File: src/rtl/mp_acc_seq.sv
// mp_acc_seq
//   Sequencer that owns the shared two-lane packed-add datapath. It streams
//   operand-word pairs through the datapath into two 32-bit accumulators and
//   can finish with a single mode_3 fold pass before presenting the result.
//
// Ports
//   clk_i, rst_ni       clock, asynchronous active-low reset
//   start_i, len_i      command strobe and beat count (accepted when idle)
//   mode3_i, keep_i     run fold pass after last beat / keep accumulators
//   abort_i             cancel the in-flight command (RUN or FOLD only)
//   busy_o              high whenever a command is in flight or unacknowledged
//   op_valid_i/ready_o  operand beat handshake, op_data_i lanes 0/1
//   add_a_o, add_b_o    datapath operands, add_mode3_o datapath mode select
//   add_sum_i           datapath sums (combinational return path)
//   res_valid_o/ready_i result handshake, res_data_o lanes 0/1
module mp_acc_seq #(
  parameter int CNT_W = 16
) (
  input  logic                  clk_i,
  input  logic                  rst_ni,
  input  logic                  start_i,
  input  logic [CNT_W-1:0]      len_i,
  input  logic                  mode3_i,
  input  logic                  keep_i,
  input  logic                  abort_i,
  output logic                  busy_o,
  input  logic                  op_valid_i,
  output logic                  op_ready_o,
  input  logic [1:0][31:0]      op_data_i,
  output logic [1:0][31:0]      add_a_o,
  output logic [1:0][31:0]      add_b_o,
  output logic                  add_mode3_o,
  input  logic [1:0][31:0]      add_sum_i,
  output logic                  res_valid_o,
  input  logic                  res_ready_i,
  output logic [1:0][31:0]      res_data_o
);

  typedef enum logic [1:0] {
    IDLE = 2'd0,
    RUN  = 2'd1,
    FOLD = 2'd2,
    DONE = 2'd3
  } state_e;

  state_e           state;
  logic [CNT_W-1:0] cnt;
  logic             mode3_q;
  logic [1:0][31:0] acc;

  // Control state and accumulators; the accumulators only ever take a
  // datapath sum or zero, the sequencer itself does no arithmetic.
  always_ff @(posedge clk_i or negedge rst_ni) begin
    if (!rst_ni) begin
      state   <= IDLE;
      cnt     <= '0;
      mode3_q <= 1'b0;
      acc     <= '0;
    end else begin
      case (state)
        IDLE: begin
          if (start_i) begin
            cnt     <= len_i;
            mode3_q <= mode3_i;
            if (!keep_i) acc <= '0;
            if (len_i != '0)  state <= RUN;
            else if (mode3_i) state <= FOLD;
            else              state <= DONE;
          end
        end
        RUN: begin
          if (abort_i) begin
            state <= IDLE;
            cnt   <= '0;
            acc   <= '0;
          end else if (op_valid_i) begin
            acc <= add_sum_i;
            cnt <= cnt - CNT_W'(1);
            if (cnt == CNT_W'(1)) state <= mode3_q ? FOLD : DONE;
          end
        end
        FOLD: begin
          if (abort_i) begin
            state <= IDLE;
            acc   <= '0;
          end else begin
            acc   <= add_sum_i;
            state <= DONE;
          end
        end
        DONE: begin
          if (res_ready_i) state <= IDLE;
        end
        default: state <= IDLE;
      endcase
    end
  end

  // Output decode from the registered state; datapath is quiet outside
  // RUN/FOLD, and an abort withholds ready so no beat is consumed.
  always_comb begin
    busy_o      = (state != IDLE);
    op_ready_o  = 1'b0;
    add_a_o     = '0;
    add_b_o     = '0;
    add_mode3_o = 1'b0;
    res_valid_o = 1'b0;
    res_data_o  = '0;
    case (state)
      RUN: begin
        op_ready_o = !abort_i;
        add_a_o    = acc;
        add_b_o    = op_data_i;
      end
      FOLD: begin
        add_a_o     = acc;
        add_mode3_o = 1'b1;
      end
      DONE: begin
        res_valid_o = 1'b1;
        res_data_o  = acc;
      end
      default: ;
    endcase
  end

endmodule

File: config.mk
export PLATFORM = sky130hd
export DESIGN_NAME = mp_acc_seq
export DESIGN_NICKNAME = d
export VERILOG_FILES = /design/src/rtl/mp_acc_seq.sv
export SDC_FILE = /design/constraint.sdc
export NUM_CORES = 1
export LEC_CHECK = 0
export ABC_CLOCK_PERIOD_IN_PS = 1690
export CAP_MARGIN = 0
export CORE_AREA = 2 2 134 136
export CTS_CLUSTER_DIAMETER = 40
export CTS_CLUSTER_SIZE = 30
export DETAILED_ROUTE_END_ITERATION = 7
export DIE_AREA = 0 0 136 138
export PLACE_DENSITY_LB_ADDON = 0.25
export SYNTH_ARGS = -nofsm -noshare
export SYNTH_HDL_FRONTEND = slang
export SYNTH_SLANG_ARGS = --single-unit
File: constraint.sdc
create_clock -name clk_i -period 1.69 [get_ports clk_i]
set_clock_uncertainty 0.1 [all_clocks]
set_input_delay 0.338 -clock clk_i [delete_from_list [all_inputs] [get_ports clk_i]]
set_output_delay 0.338 -clock clk_i [all_outputs]
set_load 0.05 [all_outputs]
After elaboration in Yosys (flattened, before gate mapping)
Cells that the tools add are included.
{"block": "word_totals", "input_bits": 152, "out_inout_bits": 196, "word_cells": 52, "regBits": 83}
{"block": "op_classes", "addsub": 1, "reduce_logical": 11, "eq_ne": 9, "muxes": 26}
{"operator": "two-way mux 64 bit", "n": 8}
{"operator": "one-hot mux 64 bit (3 select lines)", "n": 1}
{"operator": "two-way mux 16 bit", "n": 3}
{"operator": "one-hot mux 16 bit (2 select lines)", "n": 1}
{"operator": "== test 16 x 1 -> 1 bit (second input constant)", "n": 1}
{"operator": "nonzero test 16 bit", "n": 1}
{"operator": "subtractor 16 x 1 -> 16 bit (second input constant)", "n": 1}
{"operator": "two-way mux 2 bit", "n": 7}
{"operator": "one-hot mux 2 bit (4 select lines)", "n": 1}
{"operator": "AND reduction 4 bit", "n": 2}
{"operator": "inequality test 2 bit (second input constant)", "n": 3}
{"operator": "inequality test 3 bit (second input constant)", "n": 2}
{"operator": "two-way mux 1 bit", "n": 5}
{"operator": "== test 2 bit (second input constant)", "n": 2}
{"operator": "nonzero test 2 bit", "n": 2}
{"operator": "AND reduction 3 bit", "n": 1}
{"operator": "nonzero test 3 bit", "n": 1}
{"operator": "== test 2 x 1 -> 1 bit (second input constant)", "n": 1}
{"operator": "zero test 2 bit", "n": 1}
{"operator": "AND reduction 2 bit", "n": 1}
{"operator": "OR reduction 2 bit", "n": 1}
{"operator": "zero test 1 bit", "n": 1}

Logic depth before layout (Yosys ltp)
Gate-level depths: netlist of run 1.
{"block": "logic_depth", "depth_word": 5, "ltp_mapped": 9, "mapped_depth_nobuf": 7}

Worst setup path after synthesis of run 1
No wires, ideal clock.
{"block": "synth_path", "path_type": "flip-flop to output port", "from": "register state[0]", "to": "output res_data_o[63] in the netlist's numbering", "arrival_time_ns": 1.789, "t_required_ns": 1.252, "stages_incl_launch_ff": 5, "n_path_buf": 2, "slack_ns": -0.537, "path_cell_list": "dfrtp_1 > ha_1 > clkbuf_1 > clkbuf_1 > and2_1"}
{"element": "start: declaration", "line": "46", "rtl": "state_e state;"}
{"element": "start signal: assignment", "line": "79", "rtl": "if (cnt == CNT_W'(1)) state <= mode3_q ? FOLD : DONE;"}
{"element": "end: declaration", "line": "36", "rtl": "output logic [1:0][31:0] res_data_o"}

==> results of run 1 <==
[worst reg2reg max path, delay by kind of cell, from the launching register on]
family	cells	cell delay, ns
fa+ha+maj	1	0.19
buf+inv	4	0.61
flops	1	0.42
compound gates	2	0.52
simple gates	2	0.27
[logic make-up (layout without fill, tap and decap cells)]
group,after synthesis,count (layout),synth area share (%)
simple gates,304,304,34.7
compound gates,127,127,14.8
buf+inv,124,582,9.59
flops,83,83,39.1
fa+ha+maj,6,6,1.41
mux,2,2,0.377
[worst paths after layout]
| check | depth (start not counted) | slack [ns] | to |
|---|---|---|---|
| max in group asynchronous | 3 | 0.63 | acc[35]$_DFFE_PN0P_ |
| max reg2reg | 9 | -0.51 | acc[29]$_DFFE_PN0P_ |
| max | 6 | -0.53 | add_a_o[6] |
| min reg2reg | 1 | 0.42 | cnt[15]$_DFFE_PN0P_ |
| min | 2 | 0.22 | mode3_q$_DFFE_PN0P_ |
| min in group clk_i | 1 | 0.42 | cnt[15]$_DFFE_PN0P_ |
[timing repair]
action / CTS / global route
cloned: 12 / 23
pin swaps: 19 / 48
hold buffers: 1 / 0
resized for setup: 76 / 215
buffers inserted: 18 / 16
endpoints found under the setup margin: 278 / 278
hold endpoints to repair: 83 / 0
[metal layers]
layer | track usage, % | part of all wire, % | up-vias
met5 | 0 | 0 | -
met4 | 10.4 | 4.5 | 0
met3 | 7.77 | 8.0 | 98
met2 | 46.6 | 51 | 379
met1 | 33.4 | 37 | 3442
li1 | - | - | 3037
[power breakdown]
group / internal, mW / switching [mW] / leakage [nW]
registers: 2.52 / 0.491 / 1.10
logic: 9.70 / 9.26 / 4.78
clock network: 1.01 / 0.915 / 0.126
total: 13.2 / 10.7 / 6.01
[metrics by stage]
| step | total power [mW] | setup slack (ns) | hold WS [ns] |
|---|---|---|---|
| after floorplan | 10.2 | -0.278 | -0.0576 |
| after global placement | 15.9 | -0.380 | 0.0434 |
| after detailed placement | 16.1 | -0.461 | 0.0425 |
| after CTS | 20.2 | -0.469 | 0.215 |
| after global routing | 24.6 | -0.573 | 0.213 |
| final | 23.9 | -0.534 | 0.217 |
[placed cells by master, fill, tap and decap left out, drive strengths merged, types with 5 or more instances in the layout]
cell	n
a21oi	6
ha	6
nor3	9
clkdlybuf4s50	150
nand3	64
a32oi	6
dfrtp	83
nor2	12
and2	192
buf	319
clkbuf	30
o21ai	86
o2bb2ai	5
nor4	6
inv	77
[state kept, by name, indices dropped and copies added (netlist names)]
name	flops
acc	64
cnt	16
state	2
mode3_q	1
[layout make-up]
cell class | count | share of cell area (%)
clock buffers | 10 | 1.61
clock inverters | 6 | 0.343
inverters | 76 | 2.05
multi-input cells | 439 | 26.9
well taps | 229 | 2.02
flip-flops and latches | 83 | 14.6
repair buffers | 490 | 52.4
==> summary.txt, run 1 <==
GRT
  • Vias in the first global route: ~6.5k
  • Largest net degree at the start of global routing: 81
  • Grt ovf: 0
  • GRT Total Usage: 27.7%
  • Global-route wire length before repair: around 40 mm
  • Number of antenna violations at the first check in global routing: 0

Power
  • Leak: ~6 nW
  • VDD IR-drop max: 1.40 mV
  • Pwr Density: 1680 nW/um^2

Yosys
  • Sequential cell area fraction in the yosys report: 39.1%
  • Yosys cell types: 50
  • Post-Syn Area: approximately 5300 um^2
  • Share of the synthesized area in the top cell type: approximately two fifths
  • Ys flop type: dfrtp_1
  • Syn. warnings: 0
  • Flops & latches, synth: between 80 and 90
  • Synth Area per Inst: between 8 and 9 um^2
  • Syn Nets: ~800
  • Async S/R FF share, synth: 100%
  • Top cells by count, synth: and2_1, dfrtp_1, inv_1
  • Leading area contributor after synthesis: dfrtp_1
  • Post-synth EDFFs: 0
  • Cells after Synth: 646
  • Most numerous cell in the Yosys netlist: and2_1
  • Area contributors post-synth: dfrtp_1, and2_1, o21ai_0

Floorplanning
  • FP Rows: between 40 and 50
  • Initial core utilization: a little under a third
  • Die area: about 19000 um^2
  • Ports: between 300 and 400
  • Die height: 138 um
  • Die X: around 140 um
  • Core Footprint: approximately 18000 um^2

Detailed routing
  • Vias per inst: 5.22
  • Wirelength, routed: between 30 and 40 mm
  • Pre-Repair DR Iteration Count: 5
  • Initial DRC Count: between 400 and 500
  • Drt drc: 0
  • Via count: slightly below 7k
  • DR WL/cell: ~24 um
  • Post-route ant nets: 0

Critical path
  • Crit-path max FO: 5
  • Critical path arrival: between 1.5 and 2 ns
  • Cell mode on critical path: buf_12
  • Worst setup path class: flop to output pin
  • R2r startpoint: state[0]$_DFFE_PN0P_
  • Top Family by Delay on Critical Path: buffers and inverters
  • Req. time, crit path: 1.25 ns
  • CP max stage delay: around 0.41 ns
  • Worst-path cell chain: inv_2 -> ha_4 -> buf_12 -> clkbuf_16 -> and2_4 -> buf_12
  • Worst Setup SP: state[0]$_DFFE_PN0P_
  • CP Capture Type: output pin
  • Crit-path slowest cell: dfrtp_1
  • Startpoint types: flop
  • Number of buffers and inverters on the critical path: 4

Cells and area
  • Antenna cells: 0
  • Share of layout cells above drive strength 1: 60.4%
  • Final non-filler cell total: 1333
  • Nets: ~1.3k
  • Util after Layout: 81.1%
  • Syn-to-layout area delta: 168%
  • Area of the multi-input gates: roughly 3800 um^2
  • Reg area: 2080 um^2
  • Layout fillers: approximately 840
  • Final Cell Area: 14200 um^2

STA
  • Max-slew headroom: approximately two thirds
  • Final Critical Period: between 2 and 2.5 ns
  • Worst setup margin: -0.534 ns
  • Maximum clock rate: 450 MHz
  • Final setup fails: 278
  • Final Cycle Share: 132%
  • Worst Max-Slew Pin Slew: a little under 0.5 ns
  • Final Slew Violations: 0
  • Count of final hold-check violations: 0
  • Setup TNS: -125.15 ns
  • RSZ-0062 raised after global routing: true

Outcome
  • Status: complete, but fails checks
  • Failing checks: negative setup slack

Place
  • DP Area: approximately 12000 um^2
  • Placed cells: around 1.3k
  • Dpl hpwl: between 15 and 20 mm
  • Port Buffer Count: around 350
  • GPL Wtd Cong: 0.855

Clock tree
  • Clock buffer depth: 2
  • CTS tree: done
  • Clk_lat worst skew: between 0.3 and 0.4 ns
  • H-Tree Depth: 3
  • Root Buffer: clkbuf_16
  • # clock sinks: between 80 and 90
  • Total CTS buffers: 9
  • Clock transition at path regs: 0.07 ns

Hold path
  • Hold Path Class: primary input to async pin

Run
  • Total of max-cap violations: 0
Note: power is estimated with default switching activity, not from simulation.
==> inputs of run 2 (changes only) <==
Settings changed: ABC_CLOCK_PERIOD_IN_PS 1690 to 2500.
Clock period 1.69 ns to 2.5 ns, I/O delays scaled along.
==> summary.txt, run 2 (synthesis gave the netlist of run 1 again) <==
Clock tree
  • H-Tree Depth: 3 (unchanged)
  • Total CTS buffers: 9 (unchanged)
  • Clock transition at path regs: 0.06 ns (about the same)
  • CTS tree: done
  • Clock buffer depth: 2 (unchanged)
  • Root Buffer: clkbuf_16
  • Setup repair bufs after CTS: 0 (-18)
  • Clk_lat worst skew: 0.33 ns (-0.02 ns)
  • # clock sinks: 83 (unchanged)

Cells and area
  • Final non-filler cell total: 1206 (-9.5%)
  • Syn-to-layout area delta: 114%
  • Nets: 1131 (-10%)
  • Largest register FFs: 64 (unchanged)
  • Commonest non-fill, non-tap cell in the layout: buf_12
  • Share of layout cells above drive strength 1: 25.3% (-35 points)
  • Reg with most FFs: acc
  • Most frequent cells in the layout: buf_12, and2_1, clkdlybuf4s50_1, dfrtp_1, inv_1
  • Final Cell Area: 11400 um^2 (-20%)
  • Util after Layout: 64.8% (-16 points)
  • Regs by FF count: acc (64), cnt (16), state (2)

Critical path
  • Req. time, crit path: 1.90 ns (+0.65 ns)
  • Worst Setup SP: state[1]$_DFFE_PN0P_
  • Worst-path cell chain: inv_1 -> ha_2 -> buf_12 -> and2_1 -> buf_12
  • Top Family by Delay on Critical Path: buffers and inverters
  • Worst r2r path cells: 6 (-3)
  • Critical path arrival: 1.78 ns (about the same)
  • Worst setup path class: flop to output pin
  • Crit-path slowest cell: ha_2
  • CP Capture Type: output pin
  • Cell mode on critical path: buf_12
  • CP max stage delay: 0.40 ns (about the same)
  • Critical path depth: 5 (-1)
  • Crit-path max FO: 40 (+35)
  • Startpoint types: flop
  • Number of buffers and inverters on the critical path: 3 (-1)
  • R2r startpoint: state[1]$_DFFE_PN0P_

Place
  • GPL Wtd Cong: 0.892 (+4.3%)
  • DP Area: 11000 um^2 (-8.0%)
  • Dpl hpwl: 17.9 mm (-4.3%)
  • Port Buffer Count: 347 (unchanged)
  • Placed cells: 1190 (-4.8%)
  • Place WS: 0.0289 ns (+0.490 ns)

STA
  • Max-slew headroom: 59.2% (-8.2 points)
  • Worst hold slack: 0.425 ns (+0.209 ns)
  • Final setup fails: 0 (-100%)
  • Final Critical Period: 2.38 ns
  • Maximum clock rate: 421 MHz
  • Setup TNS: 0 ns (+125.15 ns)
  • RSZ-0062 raised after global routing: true
  • Worst Max-Slew Pin Slew: 0.612 ns (+0.127 ns)
  • Count of final hold-check violations: 0 (unchanged)
  • Final Cycle Share: 95.0%
  • Worst setup margin: 0.124 ns (+0.658 ns)
  • Final Slew Violations: 0 (unchanged)

Floorplanning
  • FP Rows: 49 (unchanged)
  • Core Footprint: 17500 um^2 (unchanged)
  • Die area: 18800 um^2 (unchanged)
  • Die height: 138 um (unchanged)
  • Ports: 348 (unchanged)
  • Initial core utilization: 30.3% (unchanged)
  • Die X: 136 um (unchanged)

Hold path
  • Hold Path Class: flop to flop
  • Worst Hold Depth: 2
  • Hold Startpoint: mode3_q$_DFFE_PN0P_

Power
  • Pwr Total: 11.1 mW (-54%)
  • VDD IR-drop max: 0.620 mV (-56%)
  • Leak: 4.71 nW (-22%)
  • Pwr Density: 977 nW/um^2 (-42%)

Detailed routing
  • Post-route ant nets: 0 (unchanged)
  • DR WL/cell: 18.6 um (-24%)
  • Initial DRC Count: 313 (-31%)
  • Vias per inst: 4.78 (-8.4%)
  • Pre-Repair DR Iteration Count: 5 (unchanged)
  • Drt drc: 0 (unchanged)
  • Wirelength, routed: 22.4 mm (-31%)
  • Via count: 5765 (-17%)

GRT
  • Number of antenna violations at the first check in global routing: 2 (+2)
  • Vias in the first global route: 5808 (-11%)
  • Grt ovf: 0 (unchanged)
  • Largest net degree at the start of global routing: 73 (-9.9%)
  • GRT Total Usage: 23.6% (-4.1 points)
  • Global-route wire length before repair: 33.7 mm (-15%)

Run
  • Total of max-cap violations: 0 (unchanged)

Outcome
  • Status: finished clean
## run 2: cell count changes in the layout (fill, tap and decap cells not counted), sizes merged
cell / change
diode: +1
clkbuf: -21
clkinvlp: -3
inv: -2
dlymetal6s2s: +1
bufinv: +3
clkdlybuf4s50: -1
buf: -106
clkinv: +1
## run 2: routing by layer
layer / routed length (um) / vias up / part of all wire [%] / global-route usage (%)
met2: 11800 / 267 / 52 / 43.3
met1: 7790 / 2690 / 35 / 24.6
met5: 0 / - / 0 / 0
met4: 783 / 0 / 3.5 / 9.38
met3: 2080 / 33 / 9.3 / 7.55
li1: - / 2775 / - / -
## run 2: final cells by class
| type | instances | area (um^2) |
|---|---|---|
| antenna | 1 | 2.50 |
| clock buffer | 9 | 225 |
| clock inverter | 5 | 104 |
| fill | 1395 | 6170 |
| inverter | 76 | 289 |
| multi-input combinational | 439 | 2740 |
| sequential | 83 | 2080 |
| tap | 229 | 287 |
| timing repair buffer | 364 | 5640 |
## run 2: worst min-delay path, cell delays in order (launching register included)
cell and delay, ns:
dfrtp_1 0.36, inv_1 0.06, mux2i_1 0.06
## run 2: path summary, 6_finish.rpt
path	slack, ns	endpoint
worst max-delay path	0.12	add_a_o[25]
worst min-delay path	0.43	mode3_q$_DFFE_PN0P_
worst max register to register	0.27	cnt[13]$_DFFE_PN0P_
worst min register to register	0.43	mode3_q$_DFFE_PN0P_
max in group asynchronous	1.10	acc[61]$_DFFE_PN0P_
min in group asynchronous	0.55	acc[25]$_DFFE_PN0P_
## run 2: report_power, final
group          internal, mW  total (mW)  switching [mW]
Clock                 0.965        1.50           0.539
Sequential             1.71        2.04           0.334
Combinational          3.24        7.56            4.32
Total                  5.91        11.1            5.19
## run 2: timing repair
item                                    CTS  global route
endpoints found under the hold margin    24             0
hold buffers                              1             0
resized for setup                         1             9
endpoints found under the setup margin   40            83
pin swaps                                 0             0
